File: src/rtl/pipe_pkg.sv
// Shared definitions for pipeline stage registers.
// Contents:
//   stage_state_e   - encoded occupancy state of a stage (EMPTY / ONE / TWO)
//   OCC_W           - width of the occupancy output
//   occ_of()        - maps a stage state to its entry count
//   mem_op_e        - memory operation carried in the EX->MEM bundle (MemNone == 0)
//   ex_mem_bundle_t - packed EX->MEM payload layout, shared by packer and unpacker
//   PIPE_ZERO_PAYLOAD(W) - all-zero payload of width W, used for bubbles
package pipe_pkg;

    typedef enum logic [1:0] {
        StEmpty = 2'd0,
        StOne   = 2'd1,
        StTwo   = 2'd2
    } stage_state_e;

    localparam int unsigned OCC_W = 2;

    function automatic logic [OCC_W-1:0] occ_of(stage_state_e st);
        logic [OCC_W-1:0] occ;
        occ = '0;
        unique case (st)
            StEmpty: occ = 2'd0;
            StOne:   occ = 2'd1;
            StTwo:   occ = 2'd2;
            default: occ = 2'd0;
        endcase
        return occ;
    endfunction

    // Encoding 0 is the idle op so an all-zero bubble is a harmless no-op downstream.
    typedef enum logic [1:0] {
        MemNone  = 2'd0,
        MemLoad  = 2'd1,
        MemStore = 2'd2
    } mem_op_e;

    typedef struct packed {
        mem_op_e     memrw;
        logic [31:0] memaddr;
        logic [31:0] memdata;
        logic [31:0] wdata;
        logic [4:0]  waddr;
        logic        we;
    } ex_mem_bundle_t;

    localparam int unsigned EX_MEM_W = $bits(ex_mem_bundle_t);

endpackage

`define PIPE_ZERO_PAYLOAD(W) {(W){1'b0}}

File: src/rtl/pipe_stage_reg_if.sv
// Valid/ready/data channel between pipeline stages.
//   valid - producer offers data
//   ready - consumer can accept this cycle
//   data  - payload, DATA_W bits
// master = producer side, slave = consumer side.
interface pipe_stage_reg_if #(
    parameter int unsigned DATA_W = 32
) ();
    logic              valid;
    logic              ready;
    logic [DATA_W-1:0] data;

    modport master (output valid, output data, input ready);
    modport slave  (input valid, input data, output ready);
endinterface

File: src/rtl/sat_counter.sv
// Saturating up-counter.
//   i_clk   - clock
//   i_rst_n - asynchronous active-low reset, clears the count
//   i_en    - count enable
//   o_cnt   - current count; sticks at all-ones
module sat_counter #(
    parameter int unsigned CNT_W = 16
) (
    input  logic             i_clk,
    input  logic             i_rst_n,
    input  logic             i_en,
    output logic [CNT_W-1:0] o_cnt
);
    logic [CNT_W-1:0] r_cnt;

    always_ff @(posedge i_clk or negedge i_rst_n) begin
        if (!i_rst_n) begin
            r_cnt <= '0;
        end else if (i_en && (r_cnt != {CNT_W{1'b1}})) begin
            r_cnt <= r_cnt + 1'b1;
        end
    end

    assign o_cnt = r_cnt;
endmodule

File: src/rtl/pipe_stage_reg.sv
// Reusable inter-stage pipeline register with valid/ready handshake.
//   i_clk       - stage clock
//   i_rst_n     - asynchronous active-low reset
//   i_flush     - synchronous discard of all held entries (beats stall and handshakes)
//   i_stall     - global hold, no transfer on either side
//   i_up        - upstream channel (slave): valid/data in, ready out
//   o_dn        - downstream channel (master): valid/data out, ready in
//   o_occupancy - held entries, 0..2
//   o_hold_cnt  - saturating count of back-pressure cycles (reset-only clear)
// SKID=1: two entries, in_ready comes from a register. SKID=0: one entry,
// in_ready combinational from downstream ready.
module pipe_stage_reg
    import pipe_pkg::*;
#(
    parameter int unsigned DATA_W = 32,
    parameter bit          SKID   = 1'b1,
    parameter int unsigned CNT_W  = 16
) (
    input  logic             i_clk,
    input  logic             i_rst_n,
    input  logic             i_flush,
    input  logic             i_stall,
    pipe_stage_reg_if.slave  i_up,
    pipe_stage_reg_if.master o_dn,
    output logic [OCC_W-1:0] o_occupancy,
    output logic [CNT_W-1:0] o_hold_cnt
);
    localparam logic [DATA_W-1:0] ZeroPayload = `PIPE_ZERO_PAYLOAD(DATA_W);

    stage_state_e      r_state, w_state_nxt;
    logic [DATA_W-1:0] r_main, w_main_nxt;
    logic [DATA_W-1:0] r_skid, w_skid_nxt;
    logic              r_rdy, w_rdy_nxt;

    logic w_main_valid;
    logic w_in_ready;
    logic w_out_valid;
    logic w_acc_in;
    logic w_acc_out;
    logic w_hold_en;

    assign w_main_valid = (r_state != StEmpty);
    assign w_out_valid  = w_main_valid & ~i_stall;

    if (SKID) begin : g_skid_ready
        assign w_in_ready = r_rdy & ~i_stall;
    end else begin : g_comb_ready
        assign w_in_ready = (~w_main_valid | o_dn.ready) & ~i_stall;
    end

    assign w_acc_in  = i_up.valid & w_in_ready;
    assign w_acc_out = w_out_valid & o_dn.ready;

    always_comb begin
        w_state_nxt = r_state;
        w_main_nxt  = r_main;
        w_skid_nxt  = r_skid;
        if (i_flush) begin
            w_state_nxt = StEmpty;
            w_main_nxt  = ZeroPayload;
            w_skid_nxt  = ZeroPayload;
        end else if (!i_stall) begin
            unique case (r_state)
                StEmpty: begin
                    if (w_acc_in) begin
                        w_state_nxt = StOne;
                        w_main_nxt  = i_up.data;
                    end
                end
                StOne: begin
                    if (w_acc_in && w_acc_out) begin
                        w_main_nxt = i_up.data;
                    end else if (w_acc_in && SKID) begin
                        w_state_nxt = StTwo;
                        w_skid_nxt  = i_up.data;
                    end else if (w_acc_out) begin
                        w_state_nxt = StEmpty;
                        w_main_nxt  = ZeroPayload;
                    end
                end
                StTwo: begin
                    // in_ready is low here, so only the drain can happen.
                    if (w_acc_out) begin
                        w_state_nxt = StOne;
                        w_main_nxt  = r_skid;
                        w_skid_nxt  = ZeroPayload;
                    end
                end
                default: begin
                    w_state_nxt = StEmpty;
                    w_main_nxt  = ZeroPayload;
                    w_skid_nxt  = ZeroPayload;
                end
            endcase
        end
        // Registering "not full next cycle" removes the out_ready -> in_ready path.
        w_rdy_nxt = (w_state_nxt != StTwo);
    end

    always_ff @(posedge i_clk or negedge i_rst_n) begin
        if (!i_rst_n) begin
            r_state <= StEmpty;
            r_main  <= ZeroPayload;
            r_skid  <= ZeroPayload;
            r_rdy   <= 1'b1;
        end else begin
            r_state <= w_state_nxt;
            r_main  <= w_main_nxt;
            r_skid  <= w_skid_nxt;
            r_rdy   <= w_rdy_nxt;
        end
    end

    assign w_hold_en = w_main_valid & ~o_dn.ready & ~i_stall & ~i_flush;

    sat_counter #(
        .CNT_W (CNT_W)
    ) u_hold_cnt (
        .i_clk   (i_clk),
        .i_rst_n (i_rst_n),
        .i_en    (w_hold_en),
        .o_cnt   (o_hold_cnt)
    );

    assign i_up.ready  = w_in_ready;
    assign o_dn.valid  = w_out_valid;
    assign o_dn.data   = r_main;
    assign o_occupancy = occ_of(r_state);
endmodule

File: src/flat_wrapper.sv
// flat-port wrapper written by rule: the top's interface ports become plain ports
module pipe_stage_reg_flat import pipe_pkg::*;
#(
    parameter int unsigned DATA_W = 32,
    parameter bit          SKID   = 1'b1,
    parameter int unsigned CNT_W  = 16
)
  (i_clk, i_rst_n, i_flush, i_stall, o_occupancy, o_hold_cnt, i_up_valid, i_up_data, i_up_ready, o_dn_valid, o_dn_data, o_dn_ready);
  pipe_stage_reg_if #(.DATA_W(DATA_W)) i_up_i ();
  pipe_stage_reg_if #(.DATA_W(DATA_W)) o_dn_i ();
  input  logic i_clk;
  input  logic i_rst_n;
  input  logic i_flush;
  input  logic i_stall;
  output logic [OCC_W-1:0] o_occupancy;
  output logic [CNT_W-1:0] o_hold_cnt;
  input wire logic [$bits(i_up_i.valid)-1:0] i_up_valid;
  input wire logic [$bits(i_up_i.data)-1:0] i_up_data;
  output wire logic [$bits(i_up_i.ready)-1:0] i_up_ready;
  output wire logic [$bits(o_dn_i.valid)-1:0] o_dn_valid;
  output wire logic [$bits(o_dn_i.data)-1:0] o_dn_data;
  input wire logic [$bits(o_dn_i.ready)-1:0] o_dn_ready;
  assign i_up_i.valid = i_up_valid;
  assign i_up_i.data = i_up_data;
  assign i_up_ready = i_up_i.ready;
  assign o_dn_valid = o_dn_i.valid;
  assign o_dn_data = o_dn_i.data;
  assign o_dn_i.ready = o_dn_ready;
  pipe_stage_reg #(.DATA_W(DATA_W), .SKID(SKID), .CNT_W(CNT_W)) u_core (.i_clk(i_clk), .i_rst_n(i_rst_n), .i_flush(i_flush), .i_stall(i_stall), .i_up(i_up_i), .o_dn(o_dn_i), .o_occupancy(o_occupancy), .o_hold_cnt(o_hold_cnt));
endmodule
File: config.mk
export PLATFORM = sky130hd
export DESIGN_NAME = pipe_stage_reg_flat
export DESIGN_NICKNAME = d
export VERILOG_FILES = /design/src/rtl/pipe_pkg.sv /design/src/rtl/pipe_stage_reg_if.sv /design/src/rtl/sat_counter.sv /design/src/rtl/pipe_stage_reg.sv /design/src/flat_wrapper.sv
export SDC_FILE = /design/constraint.sdc
export NUM_CORES = 1
export LEC_CHECK = 0
export ABC_AREA = 1
export BUFFER_PORTS_ARGS = -buffer_cell sky130_fd_sc_hd__buf_2
export CORE_MARGIN = 10
export CORE_UTILIZATION = 30
export DETAILED_ROUTE_END_ITERATION = 16
export MAX_ROUTING_LAYER = met4
export SLEW_MARGIN = 30
export SYNTH_ARGS = -nofsm -noshare
export SYNTH_HDL_FRONTEND = slang
export SYNTH_SLANG_ARGS = --single-unit
File: constraint.sdc
create_clock -name i_clk -period 2.2 [get_ports i_clk]
set_clock_uncertainty 0.2 [all_clocks]
set_input_delay 0.44 -clock i_clk [delete_from_list [all_inputs] [get_ports i_clk]]
set_output_delay 0.44 -clock i_clk [all_outputs]
set_load 0.01 [all_outputs]
==> results of run 1 <==
==> report_power, final <==
part	internal, uW	total (uW)	switching [uW]	leakage [uW]
Combinational	223	598	375	0.00151
Sequential	1630	1710	76.6	0.00112
Clock	1140	1770	636	0.000169
==> cells in the mapped netlist, types with 4 or more instances <==
library cell  instances  area share [%]
inv_2                 5            0.43
nand2_1             300              26
buf_4                 5            0.86
clkbuf_1             12             1.0
dfrtp_1              82              47
inv_1                16             1.4
buf_2                11             1.3
nor2_1               13             1.1
o21ai_1              35             4.0
xnor2_1               6             1.2
nor3_1                5            0.58
nand3_1              77             8.9
xor2_1                4            0.81
==> sequential cells by signal (all words and copies together), names as in the netlist <==
register	count
u_core.o_dn.data	32
u_core.r_rdy	1
u_core.r_skid	32
u_core.r_state	2
u_core.u_hold_cnt.o_cnt	16
==> kinds of logic (layout without fill, tap and decap cells) <==
family | Yosys count | after routing | share of synthesized area (%)
compound gates | 41 | 41 | 4.83
xor+xnor | 10 | 10 | 2.01
flops | 83 | 83 | 47.8
buf+inv | 53 | 144 | 5.84
simple gates | 410 | 411 | 39.3
fa+ha+maj | 1 | 1 | 0.288
==> area by class of cell <==
cell class	count	area [um^2]
Clock buffer	11	243
Clock inverter	5	100
Fill cell	1475	8630
Inverter	22	82.6
Multi-Input combinational cell	463	2040
Sequential cell	83	2080
Tap cell	180	225
Timing Repair Buffer	106	641
==> per-stage QoR <==
step / power (uW) / area [um^2] / instances / hold slack, ns / worst slack (ns)
after floorplan: 2060 / 4350 / 598 / -0.0556 / 0.479
after CTS: 4130 / 5400 / 869 / 0.144 / 0.0790
after detailed placement: 2340 / 5040 / 852 / 0.127 / 0.0734
after global routing: 4290 / 5410 / 870 / 0.159 / 0.00126
final: 4080 / 5410 / 870 / 0.159 / 0.174
after global placement: 2340 / 5040 / 852 / 0.127 / 0.133
==> path summary, 6_finish.rpt <==
| kind | startpoint | to | slack [ns] | depth (start not counted) |
|---|---|---|---|---|
| setup / recovery | u_core.r_state[1] | o_occupancy[0] | 0.17 | 4 |
| hold / removal | i_up_data[21] | u_core.r_skid[21] | 0.16 | 3 |
| setup reg to reg | u_core.r_state[0] | u_core.o_dn.data[12] | 0.21 | 10 |
| hold reg to reg | u_core.o_dn.data[9] | u_core.o_dn.data[9] | 0.27 | 2 |
| max in group asynchronous | i_rst_n | u_core.r_rdy | 0.92 | 3 |
| min in group asynchronous | i_rst_n | u_core.r_skid[27] | 0.30 | 2 |
==> worst max-delay path, cell delays in order, from the launching register on <==
cell and delay (ns):
dfrtp_1 0.45, inv_2 0.15, nand2_2 0.09, inv_2 0.18, buf_2 0.17
==> layer usage <==
metal	part of all wire, %	GRT usage [%]
met3	3.8	2.70
met2	44	18.0
met4	1.7	5.38
met5	0	-
met1	51	18.1
==> timing repair <==
item / CTS / global route
setup endpoints to repair: 0 / 32
endpoints found under the hold margin: 14 / 0
resized for setup: 0 / 1
hold buffers: 1 / 0
==> results.py, run 1 <==
metrics = {
    "run_status": {
        "status": "complete, no violations",
    },
    "yosys": {
        "synth-seq-cells": 83,
        "synth_flop_cell": "dfrtp_1",
        "avgSynthCellArea_um2": 7.27,
        "ys_types": 29,
        "synth_cells": 598,
        "synth_area_mm2": 0.00435,
        "syn_nets": 637,
        "synth-edff-count": 0,
        "synth_seq_area_share_pct": 47.8,
        "async_flop_share_pct": 100,
        "yosysWarnings": 0,
    },
    "clock_network": {
        "cts.path.max_buffers": 2,
        "cts-root-buf": "clkbuf_16",
        "cts_setup_buffers": 0,
        "clock_sinks": 83,
        "clk_latency_ns": 0.35,
        "clkTransAtPathRegs_ns": 0.06,
        "cts_max_level": 3,
        "cts_tree": "built",
        "cts_made_buffers": 9,
    },
    "routing": {
        "num_vias": 4069,
        "wire_per_inst_um": 14.5,
        "vias_per_cell": 4.68,
        "initialDrtViolationCount": 285,
        "dr.pass1.iters": 5,
        "finalWirelength_um": 12600,
        "drc": 0,
        "ant_nets": 0,
    },
    "grt": {
        "grt_overflow_total": 0,
        "grt_usage_pct": 13.1,
        "grt_first_pass_wirelength_um": 20400,
        "grt_max_degree": 49,
        "grt_pass1_vias": 3779,
        "antenna_found_initial": 0,
    },
    "pwr": {
        "ir_worst_vdd_mv": 0.338,
        "power_density_mw_per_mm2": 754,
        "power_leakage_uw": 0.00280,
    },
    "cells_and_area": {
        "final_cell_mix": "300 x nand2_1, 88 x buf_2, 82 x dfrtp_1",
        "drive_above_1_share_pct": 20.0,
        "antenna_cells": 0,
        "final_nets": 724,
        "final_common_cell": "nand2_1",
        "area_growth_pct": 24.3,
        "final_core_util_pct": 38.5,
    },
    "run": {
        "maxCapViolCount": 0,
    },
    "timing": {
        "rsz0062_at_grt": "false",
        "tns_ns": 0,
        "slew_violations": 0,
        "setup_viol": 0,
        "min_period_ns": 2.03,
        "slew-limit-headroom_pct": 65.8,
        "timing.final.hold_violations": 0,
        "finalCritPeriodShare_pct": 92.1,
        "fmax_mhz": 494,
        "worst_slew_pin_slew_ns": 0.511,
    },
    "die": {
        "dieArea_mm2": 0.0197,
        "ios": 90,
        "die_height_um": 140,
        "die_width_um": 140,
        "floorplan.initialDensity_pct": 31.0,
        "fp-row-count": 43,
        "core_area_mm2": 0.0140,
    },
    "placed_design": {
        "hpwl_um": 8550,
        "portBuffers": 89,
        "gp_congestion": 0.818,
    },
    "setup_path": {
        "cp-start-kind": "flip-flop",
        "cp.required_ns": 1.56,
        "crit_path_max_fanout": 5,
        "cp.arrival_ns": 1.39,
        "path_class": "reg -> out",
        "cp-end-kind": "output port",
    },
    "min_path": {
        "min_path_type": "in -> reg",
    },
}
(Power assumes the default switching activity.)
==> inputs of run 2 (changes only) <==
--- a/config.mk
+++ b/config.mk
@@ -6,12 +6,12 @@
 export NUM_CORES = 1
 export LEC_CHECK = 0
 export ABC_AREA = 1
-export BUFFER_PORTS_ARGS = -buffer_cell sky130_fd_sc_hd__buf_2
 export CORE_MARGIN = 10
 export CORE_UTILIZATION = 30
 export DETAILED_ROUTE_END_ITERATION = 16
+export DONT_BUFFER_PORTS = 1
 export MAX_ROUTING_LAYER = met4
-export SLEW_MARGIN = 30
+export SLEW_MARGIN = 20
 export SYNTH_ARGS = -nofsm -noshare
 export SYNTH_HDL_FRONTEND = slang
 export SYNTH_SLANG_ARGS = --single-unit
==> results.py, run 2 (same netlist as run 1, synthesis figures left out) <==
metrics = {
    "clock_network": {
        "clk_latency_ns": 0.34,
        "cts_made_buffers": 9,
        "cts_max_level": 3,
        "cts.path.max_buffers": 2,
        "clkTransAtPathRegs_ns": 0.06,
        "cts-root-buf": "clkbuf_16",
        "cts_tree": "built",
        "cts_setup_buffers": 0,
        "clock_sinks": 83,
    },
    "setup_path": {
        "cp-start-kind": "flip-flop",
        "cp_cell_sequence": "inv_2, nor3_1, o21ai_2, nand2_2, buf_4, nand2_1, nand2_1",
        "cp_num_buf_inv": 2,
        "crit_path_max_fanout": 32,
        "cp-end-kind": "flip-flop",
        "cp.arrival_ns": 2.12,
        "path_class": "reg -> reg",
        "crit_slowest_cell": "dfrtp_1",
        "cp.required_ns": 2.28,
        "critPathMostFrequentCell": "nand2_1",
        "cpPeakStageDelay_ns": 0.48,
        "cp_top_family": "simple AND/OR/NAND/NOR gates",
    },
    "grt": {
        "grt_pass1_vias": 3684,
        "use_met1_pct": 15.9,
        "grt_overflow_total": 0,
        "use_met2_pct": 19.8,
        "gr-usage-met3_pct": 4.94,
        "grt.busiest_layer": "met2",
        "antenna_found_initial": 0,
        "grt_max_degree": 84,
        "grt_first_pass_wirelength_um": 20500,
        "grt_usage_pct": 13.3,
    },
    "placed_design": {
        "hpwl_um": 8450,
        "gp_congestion": 0.849,
        "place_ws_ns": 0.0450,
        "dpl.cell_count": 763,
        "portBuffers": 0,
        "post_dp_cell_area_mm2": 0.00456,
    },
    "die": {
        "dieArea_mm2": 0.0197,
        "die_height_um": 140,
        "ios": 90,
        "fp-row-count": 43,
        "floorplan.initialDensity_pct": 31.0,
        "die_width_um": 140,
        "core_area_mm2": 0.0140,
    },
    "cells_and_area": {
        "final_cell_count_no_fill": 779,
        "final_cell_mix": "299 x nand2_1, 82 x dfrtp_1, 77 x nand3_1",
        "drive_above_1_share_pct": 8.01,
        "final_nets": 634,
        "fin_area_mm2": 0.00487,
        "antenna_cells": 0,
        "area_growth_pct": 12.0,
        "fill_cells": 1475,
        "final_common_cell": "nand2_1",
    },
    "timing": {
        "finalCritPeriodShare_pct": 92.9,
        "slew_violations": 0,
        "setup_viol": 0,
        "setup_ws_ns": 0.155,
        "slew-limit-headroom_pct": 66.3,
        "tns_ns": 0,
        "min_period_ns": 2.04,
        "hold_ws_ns": -0.403,
        "timing.final.hold_violations": 83,
        "fmax_mhz": 489,
        "worst_slew_pin_slew_ns": 0.504,
        "rsz0062_at_grt": "false",
    },
    "routing": {
        "initialDrtViolationCount": 318,
        "ant_nets": 0,
        "dr.pass1.iters": 5,
        "drc": 0,
        "vias_per_cell": 4.91,
        "num_vias": 3825,
        "finalWirelength_um": 12800,
        "wire_per_inst_um": 16.5,
    },
    "min_path": {
        "min_path_type": "in -> async",
    },
    "run": {
        "maxCapViolCount": 0,
    },
    "pwr": {
        "power_density_mw_per_mm2": 753,
        "ir_worst_vdd_mv": 0.326,
        "power_leakage_uw": 0.00235,
    },
    "run_status": {
        "status": "complete, but fails checks",
        "violations": "negative hold slack",
    },
}
## run 2: cell count changes in the layout (fill, tap and decap cells not counted), sizes merged
| cell | previous run | this run |
|---|---|---|
| buf | 105 | 16 |
| bufinv | 3 | 1 |
| clkbuf | 11 | 13 |
| clkinv | 3 | 2 |
| dlygate4sd3 | 1 | 0 |
## run 2: final timing paths
check                                   from                   end  slack, ns  depth (start not counted)
setup / recovery           u_core.r_state[1]  u_core.o_dn.data[21]       0.16                          7
hold / removal                       i_rst_n  u_core.o_dn.data[26]      -0.40                          0
setup reg to reg           u_core.r_state[1]  u_core.o_dn.data[21]       0.16                          7
hold reg to reg            u_core.r_skid[13]     u_core.r_skid[13]       0.29                          2
max in group asynchronous            i_rst_n          u_core.r_rdy       1.99                          0
min in group i_clk             i_up_data[25]     u_core.r_skid[25]       0.04                          2
## run 2: area by class of cell
cell class              count  area, um^2  area share, %
repair buffers             16         145           2.98
inverters                  22        82.6           1.69
flip-flops and latches     83        2080           42.6
well taps                 180         225           4.62
clock inverters             2        35.0          0.719
clock buffers              13         260           5.34
multi-input cells         463        2050           42.0
## run 2: power by group
part / switching, uW / leakage, uW / internal, uW
Sequential: 135 / 0.00112 / 1630
Combinational: 247 / 0.00108 / 135
Clock: 585 / 0.000146 / 934
Total: 967 / 0.00235 / 2700
## run 2: stage by stage
stage / power [uW] / utilization, %
6_report: 3670 / 34.7
5_1_grt: 3880 / 34.7
4_1_cts: 3730 / 34.6
3_5_place_dp: 2180 / 32.5
3_3_place_gp: 2170 / 32.5
2_1_floorplan: 2060 / -
## run 2: timing repair
item / 4_1_cts / 5_1_grt
resized for setup: 0 / 2
setup endpoints to repair: 0 / 48
endpoints found under the hold margin: 83 / 83
## run 2: routing by layer
metal | up-vias | part of all wire, %
met4 | 0 | 1.8
met2 | 125 | 46
met5 | - | 0
met1 | 1791 | 43
li1 | 1893 | -
met3 | 16 | 9.0
